**src/rtl/rv_ctrl_pkg.sv**
```systemverilog
// rv_ctrl_pkg
// Shared encodings for the RV64I multi-cycle control path: sequencer states,
// major opcodes (also used by the immediate generator), instruction classes,
// and the datapath select codes driven by multicycle_control.
package rv_ctrl_pkg;

  // Sequencer states; the numeric values are visible on the debug state port.
  typedef enum logic [2:0] {
    ST_FETCH     = 3'd0,
    ST_DECODE    = 3'd1,
    ST_EXECUTE   = 3'd2,
    ST_MEM       = 3'd3,
    ST_WRITEBACK = 3'd4,
    ST_TRAP      = 3'd5
  } state_t;

  // Major opcodes, instr[6:0].
  localparam logic [6:0] OP_R      = 7'b0110011;
  localparam logic [6:0] OP_IALU   = 7'b0010011;
  localparam logic [6:0] OP_LOAD   = 7'b0000011;
  localparam logic [6:0] OP_STORE  = 7'b0100011;
  localparam logic [6:0] OP_BRANCH = 7'b1100011;
  localparam logic [6:0] OP_JAL    = 7'b1101111;
  localparam logic [6:0] OP_JALR   = 7'b1100111;
  localparam logic [6:0] OP_LUI    = 7'b0110111;
  localparam logic [6:0] OP_AUIPC  = 7'b0010111;

  // Instruction class, latched in DECODE and steering EXECUTE onward.
  typedef enum logic [3:0] {
    CLS_NONE   = 4'd0,
    CLS_R      = 4'd1,
    CLS_IALU   = 4'd2,
    CLS_LOAD   = 4'd3,
    CLS_STORE  = 4'd4,
    CLS_BRANCH = 4'd5,
    CLS_JAL    = 4'd6,
    CLS_JALR   = 4'd7,
    CLS_LUI    = 4'd8,
    CLS_AUIPC  = 4'd9
  } iclass_t;

  // pc_src codes.
  localparam logic [1:0] PC_SRC_PC4  = 2'd0;
  localparam logic [1:0] PC_SRC_ALU  = 2'd1;
  localparam logic [1:0] PC_SRC_JALR = 2'd2;

  // alu_src_a codes.
  localparam logic [1:0] A_SRC_RS1  = 2'd0;
  localparam logic [1:0] A_SRC_PC   = 2'd1;
  localparam logic [1:0] A_SRC_ZERO = 2'd2;

  // alu_src_b codes.
  localparam logic [1:0] B_SRC_RS2  = 2'd0;
  localparam logic [1:0] B_SRC_IMM  = 2'd1;
  localparam logic [1:0] B_SRC_FOUR = 2'd2;

  // alu_op codes.
  localparam logic [1:0] ALU_ADD   = 2'd0;
  localparam logic [1:0] ALU_SUB   = 2'd1;
  localparam logic [1:0] ALU_FUNCT = 2'd2;

  // wb_sel codes.
  localparam logic [1:0] WB_ALU = 2'd0;
  localparam logic [1:0] WB_MEM = 2'd1;
  localparam logic [1:0] WB_PC4 = 2'd2;

endpackage

```
**src/rtl/opcode_class_decode.sv**
```systemverilog
// opcode_class_decode
// Combinational opcode classifier.
// Ports:
//   opcode  in  [6:0]  instr[6:0]
//   iclass  out        instruction class (CLS_NONE when unsupported)
//   illegal out        1 when the opcode is not one the core implements
module opcode_class_decode
  import rv_ctrl_pkg::*;
(
  input  logic [6:0] opcode,
  output iclass_t    iclass,
  output logic       illegal
);

  // Map each supported major opcode to its class; everything else is illegal.
  always_comb begin
    iclass  = CLS_NONE;
    illegal = 1'b0;
    case (opcode)
      OP_R:      iclass = CLS_R;
      OP_IALU:   iclass = CLS_IALU;
      OP_LOAD:   iclass = CLS_LOAD;
      OP_STORE:  iclass = CLS_STORE;
      OP_BRANCH: iclass = CLS_BRANCH;
      OP_JAL:    iclass = CLS_JAL;
      OP_JALR:   iclass = CLS_JALR;
      OP_LUI:    iclass = CLS_LUI;
      OP_AUIPC:  iclass = CLS_AUIPC;
      default:   illegal = 1'b1;
    endcase
  end

endmodule

```
**src/rtl/multicycle_control.sv**
```systemverilog
// multicycle_control
// Multi-cycle sequencer for the RV64I core: FETCH, DECODE, EXECUTE, MEM,
// WRITEBACK, plus a sticky TRAP for unsupported opcodes.
// Ports:
//   clk, reset            clock, synchronous active-high reset
//   instr [31:0]          instruction register (only the opcode is used here)
//   branch_taken          branch comparator result, used in EXECUTE
//   mem_ready             memory completes the current request
//   mem_req/mem_we/iord   unified memory port request, write, address select
//   ir_write, pc_write    instruction register / PC load enables
//   pc_src, alu_src_a, alu_src_b, alu_op, wb_sel   datapath selects
//   reg_write             register file write enable
//   illegal               unsupported opcode seen (held until reset)
//   state [2:0]           current state, for debug
module multicycle_control
  import rv_ctrl_pkg::*;
(
  input  logic        clk,
  input  logic        reset,
  input  logic [31:0] instr,
  input  logic        branch_taken,
  input  logic        mem_ready,
  output logic        mem_req,
  output logic        mem_we,
  output logic        iord,
  output logic        ir_write,
  output logic        pc_write,
  output logic [1:0]  pc_src,
  output logic [1:0]  alu_src_a,
  output logic [1:0]  alu_src_b,
  output logic [1:0]  alu_op,
  output logic        reg_write,
  output logic [1:0]  wb_sel,
  output logic        illegal,
  output logic [2:0]  state
);

  state_t  state_q, state_d;
  iclass_t cls_q, dec_class;
  logic    dec_illegal;

  // The operand/immediate fields belong to the register file and immediate
  // generator; only the opcode matters to sequencing.
  logic unused_instr_bits;
  assign unused_instr_bits = ^instr[31:7];

  opcode_class_decode u_decode (
    .opcode  (instr[6:0]),
    .iclass  (dec_class),
    .illegal (dec_illegal)
  );

  // State register. The class is captured in DECODE so later changes on
  // instr cannot disturb an instruction already in flight.
  always_ff @(posedge clk) begin
    if (reset) begin
      state_q <= ST_FETCH;
      cls_q   <= CLS_NONE;
    end else begin
      state_q <= state_d;
      if (state_q == ST_DECODE) begin
        cls_q <= dec_class;
      end
    end
  end

  // Next state and Moore output decode. While reset is high every output is
  // forced low so an outstanding memory request is dropped straight away.
  always_comb begin
    state_d   = state_q;
    mem_req   = 1'b0;
    mem_we    = 1'b0;
    iord      = 1'b0;
    ir_write  = 1'b0;
    pc_write  = 1'b0;
    pc_src    = PC_SRC_PC4;
    alu_src_a = A_SRC_RS1;
    alu_src_b = B_SRC_RS2;
    alu_op    = ALU_ADD;
    reg_write = 1'b0;
    wb_sel    = WB_ALU;
    illegal   = 1'b0;

    case (state_q)
      ST_FETCH: begin
        mem_req = 1'b1;
        if (mem_ready) begin
          ir_write = 1'b1;
          state_d  = ST_DECODE;
        end
      end

      ST_DECODE: begin
        state_d = dec_illegal ? ST_TRAP : ST_EXECUTE;
      end

      ST_EXECUTE: begin
        state_d = ST_WRITEBACK;
        case (cls_q)
          CLS_R: begin
            alu_src_b = B_SRC_RS2;
            alu_op    = ALU_FUNCT;
          end
          CLS_IALU: begin
            alu_src_b = B_SRC_IMM;
            alu_op    = ALU_FUNCT;
          end
          CLS_LOAD, CLS_STORE: begin
            alu_src_b = B_SRC_IMM;
            state_d   = ST_MEM;
          end
          // The ALU forms the PC+imm target while the separate comparator
          // supplies branch_taken; a not-taken branch still writes PC+4.
          CLS_BRANCH: begin
            alu_src_a = A_SRC_PC;
            alu_src_b = B_SRC_IMM;
            pc_write  = 1'b1;
            pc_src    = branch_taken ? PC_SRC_ALU : PC_SRC_PC4;
            state_d   = ST_FETCH;
          end
          CLS_JAL, CLS_AUIPC: begin
            alu_src_a = A_SRC_PC;
            alu_src_b = B_SRC_IMM;
          end
          CLS_JALR: begin
            alu_src_b = B_SRC_IMM;
          end
          CLS_LUI: begin
            alu_src_a = A_SRC_ZERO;
            alu_src_b = B_SRC_IMM;
          end
          default: state_d = ST_TRAP;
        endcase
      end

      ST_MEM: begin
        mem_req = 1'b1;
        iord    = 1'b1;
        mem_we  = (cls_q == CLS_STORE);
        if (mem_ready) begin
          if (cls_q == CLS_LOAD) begin
            state_d = ST_WRITEBACK;
          end else begin
            pc_write = 1'b1;
            state_d  = ST_FETCH;
          end
        end
      end

      ST_WRITEBACK: begin
        reg_write = 1'b1;
        pc_write  = 1'b1;
        state_d   = ST_FETCH;
        case (cls_q)
          CLS_JAL: begin
            wb_sel = WB_PC4;
            pc_src = PC_SRC_ALU;
          end
          CLS_JALR: begin
            wb_sel = WB_PC4;
            pc_src = PC_SRC_JALR;
          end
          CLS_LOAD: wb_sel = WB_MEM;
          default:  wb_sel = WB_ALU;
        endcase
      end

      ST_TRAP: begin
        illegal = 1'b1;
      end

      default: state_d = ST_FETCH;
    endcase

    if (reset) begin
      mem_req   = 1'b0;
      mem_we    = 1'b0;
      iord      = 1'b0;
      ir_write  = 1'b0;
      pc_write  = 1'b0;
      pc_src    = PC_SRC_PC4;
      alu_src_a = A_SRC_RS1;
      alu_src_b = B_SRC_RS2;
      alu_op    = ALU_ADD;
      reg_write = 1'b0;
      wb_sel    = WB_ALU;
      illegal   = 1'b0;
    end
  end

  assign state = state_q;

endmodule
```
**config.mk**
```make
export PLATFORM = sky130hd
export DESIGN_NAME = multicycle_control
export DESIGN_NICKNAME = d
export VERILOG_FILES = /design/src/rtl/rv_ctrl_pkg.sv /design/src/rtl/opcode_class_decode.sv /design/src/rtl/multicycle_control.sv
export SDC_FILE = /design/constraint.sdc
export NUM_CORES = 1
export LEC_CHECK = 0
export BUFFER_PORTS_ARGS = -buffer_cell sky130_fd_sc_hd__clkbuf_2
export CORE_MARGIN = 3
export CORE_UTILIZATION = 43
export DETAILED_ROUTE_END_ITERATION = 16
export HOLD_SLACK_MARGIN = 0.06
export PLACE_DENSITY = 0.84
export SETUP_SLACK_MARGIN = 0.2
export SLEW_MARGIN = 25
export SYNTH_ARGS = -nofsm -noshare
export SYNTH_HDL_FRONTEND = slang
export SYNTH_HIERARCHICAL = 1
export SYNTH_SLANG_ARGS = --single-unit
```
**constraint.sdc**
```tcl
create_clock -name clk -period 3.05 [get_ports clk]
set_clock_uncertainty 0.05 [all_clocks]
set_input_delay 0 -clock clk [delete_from_list [all_inputs] [get_ports clk]]
set_output_delay 0 -clock clk [all_outputs]
set_load 0.05 [all_outputs]
```
==> flow_metrics.py <==
metrics = {
    "run_status": {
        "status": "finished clean",
    },
    "clock_tree": {
        "ctsHoldBuffers": 3,
        "cts_resized": 0,
        "postCtsSetupRepairBufs": 0,
        "cts.sink_count": 7,
        "clockBufferDepth": 2,
        "htreeDepth": 1,
        "cts_tree": "done",
        "cts-root-buf": "clkbuf_4",
        "clk_latency_ns": 0.25,
        "clkTransAtPathRegs_ns": 0.05,
        "cts_buffers": 3,
    },
    "setup_path": {
        "reg2reg_from": "state[0]",
        "cp.arrival_ns": 1.94,
        "ff2ff_path_depth": 5,
        "worstPathRequired_ns": 3.00,
        "r2r_end": "cls_q[0]",
        "critPathLaunch": "state[2]",
        "r2r_setup_slack_ns": 1.11,
        "start_kind": "register",
        "cp_max_fo": 15,
        "cp-end-kind": "output port",
        "critPathKind": "reg -> out",
    },
    "timing": {
        "setup_viol": 0,
        "min_period_ns": 1.99,
        "rsz0062_at_grt": "false",
        "final_hold_viol_count": 0,
        "fmax_ghz": 0.502,
        "tns_ns": 0,
        "fin_crit_sh_pct": 65.4,
        "slew_violations": 0,
    },
    "placement": {
        "gp_congestion": 0.876,
        "dp_hpwl_um": 1500,
        "post-place-cells": 158,
        "dpl_cell_area_um2": 892,
        "numPortBuffers": 28,
    },
    "route": {
        "routedWlPerCell_um": 11.8,
        "vias": 927,
        "drt_iter0_drc": 10,
        "dr.pass1.iters": 4,
        "remaining_drc_errors": 0,
        "wl_um": 1960,
        "vias_per_cell": 5.62,
        "antenna_left": 0,
    },
    "synthesis": {
        "yosys.area_share.simple_pct": 44.0,
        "yosysTopAreaCellShare_pct": 18.2,
        "syn_inst": 115,
        "synth.distinct_cells": 42,
        "dominantRegCellSynth": "dfxtp_1",
        "synth_edf_count": 0,
        "ys_ff_latch": 7,
        "ys_warn_count": 6,
        "synthAdderAreaFrac_pct": 0,
        "synth_mux_area_share_pct": 1.30,
        "synthXorXnorAreaFrac_pct": 4.55,
        "netlist_top_cells_area": "dfxtp_1 (18%), nand2_1 (6.8%), nor2_1 (6.3%), a21oi_1 (5.2%), buf_2 (3.9%)",
        "syn_area_per_cell_um2": 6.70,
        "yosysTopAreaCell": "dfxtp_1",
        "synth_area_um2": 771,
        "synthArstFlopShare_pct": 0,
        "synth_compound_area_share_pct": 22.2,
        "seq_area_frac_synth_pct": 18.2,
        "synth_top_family_by_area": "simple AND/OR/NAND/NOR gates",
    },
    "power_and_ir_drop": {
        "total_power_uw": 272,
        "switchingPower_uw": 101,
        "power.share.clock_pct": 29.7,
        "p_per_area_mw_per_mm2": 286,
        "sw_frac_of_total_pct": 37.0,
        "p_seq_share_pct": 38.6,
        "power.leakage_nw": 0.387,
        "ir_drop_mv": 0.193,
        "power_frac_comb_pct": 31.8,
        "p_int_uw": 171,
    },
    "flow_run": {
        "maxCapViolations": 0,
    },
    "layout": {
        "n_antenna_cell": 0,
        "drive_gt1_share_pct": 27.0,
        "finalInstanceArea_um2": 948,
        "post-route-util_pct": 59.5,
        "nets": 178,
        "layoutNonFillerInstCount": 165,
        "area_growth_pct": 23.1,
    },
    "global_routing": {
        "grt_pass1_vias": 863,
        "grt_pass1_wl_um": 3550,
        "grt_overflow_total": 0,
        "antenna_found_initial": 0,
        "grt_use_total_pct": 18.6,
        "grt_max_degree": 16,
    },
    "die": {
        "rows": 14,
        "core_area_mm2": 0.00159,
        "io_pins": 56,
        "die_y_um": 48.3,
        "die_w_um": 48.3,
        "initial_core_util_pct": 48.4,
        "die_area_mm2": 0.00234,
    },
    "hold_path": {
        "hold_start": "instr[4]",
        "min_path_cells": 5,
        "hold_class": "in -> reg",
        "min_to": "cls_q[3]",
    },
}
## power by group through the flow
stage	Sequential [mW]	Clock, mW	Combinational [mW]
final	0.105	0.0805	0.0862
after global routing	0.106	0.0905	0.0934
after CTS	0.105	0.0838	0.0862
after detailed placement	0.107	0	0.0837
after global placement	0.106	0	0.0816
after floorplan	0.108	0	0.0607
## worst max path at each step
stage | to | cells past startpoint | slack (ns)
5_1_grt | pc_src[1] | 6 | 0.88
2_1_floorplan | alu_op[1] | 4 | 0.25
3_3_place_gp | pc_src[1] | 6 | 1.34
4_1_cts | pc_src[1] | 6 | 1.04
6_report | pc_src[1] | 6 | 1.06
3_5_place_dp | pc_src[1] | 6 | 1.31
## cells by family (layout without fill, tap and decap cells)
| kind of cell | after synthesis | in the layout |
|---|---|---|
| compound gates | 25 | 25 |
| xor+xnor | 4 | 4 |
| buf+inv | 15 | 40 |
| flops | 7 | 7 |
| mux | 1 | 1 |
| other cells | 1 | 2 |
| simple gates | 62 | 62 |
## layer usage
layer	routed length [µm]	vias up	track usage, %
li1	-	465	-
met1	845	423	20.8
met2	970	35	32.1
met3	106	4	3.68
met4	33	0	11.8
met5	0	-	0
## cell usage after synthesis, types with 2 or more instances
cell type / n
a21oi_1: 8
a311oi_1: 2
a32oi_1: 2
and3_1: 2
buf_2: 6
buf_4: 2
clkbuf_1: 2
dfxtp_1: 7
inv_1: 3
inv_2: 2
nand2_1: 14
nand2b_1: 3
nand3_1: 4
nand3b_1: 2
nor2_1: 13
nor2b_1: 4
nor3_1: 4
nor4_1: 4
o21ai_1: 5
or4_1: 2
xnor2_1: 2
xor2_1: 2
## layout by cell type (no fill, tap or decap), types with 3 or more instances in the layout
cell and count:
o21ai_1 5, a21oi_1 8, nor2_1 13, nor2b_1 4, nor4_1 4, clkbuf_4 3, dfxtp_1 7, clkbuf_2 28
inv_1 3, nor3_1 4, nand2b_1 3, nand3_1 4, nand2_1 14, dlygate4sd3_1 3
## cell type report
| cell class | instances | area [µm²] |
|---|---|---|
| Tap cell | 24 | 30.0 |
| Timing Repair Buffer | 31 | 170 |
| Clock buffer | 4 | 26.3 |
| Fill cell | 168 | 646 |
| Inverter | 5 | 18.8 |
| Multi-Input combinational cell | 94 | 563 |
| Sequential cell | 7 | 140 |
## sequential cells by signal (all words and copies together) (netlist names)
signal and flops:
cls_q 4, state 3
## critical path, cell delays in order, from the launching register on
cell,delay [ns]
dfxtp_1,0.59
nand2b_1,0.13
or3_4,0.37
inv_2,0.06
and3_1,0.16
and2_1,0.12
clkbuf_2,0.27
## per-stage QoR
stage | setup slack [ns] | hold WS (ns)
floorplan | 0.245 | 0.110
global placement | 1.34 | 0.282
detailed placement | 1.31 | 0.289
CTS | 1.04 | 0.0792
global route | 0.880 | 0.131
finish | 1.06 | 0.0841
(Power assumes the default switching activity.)
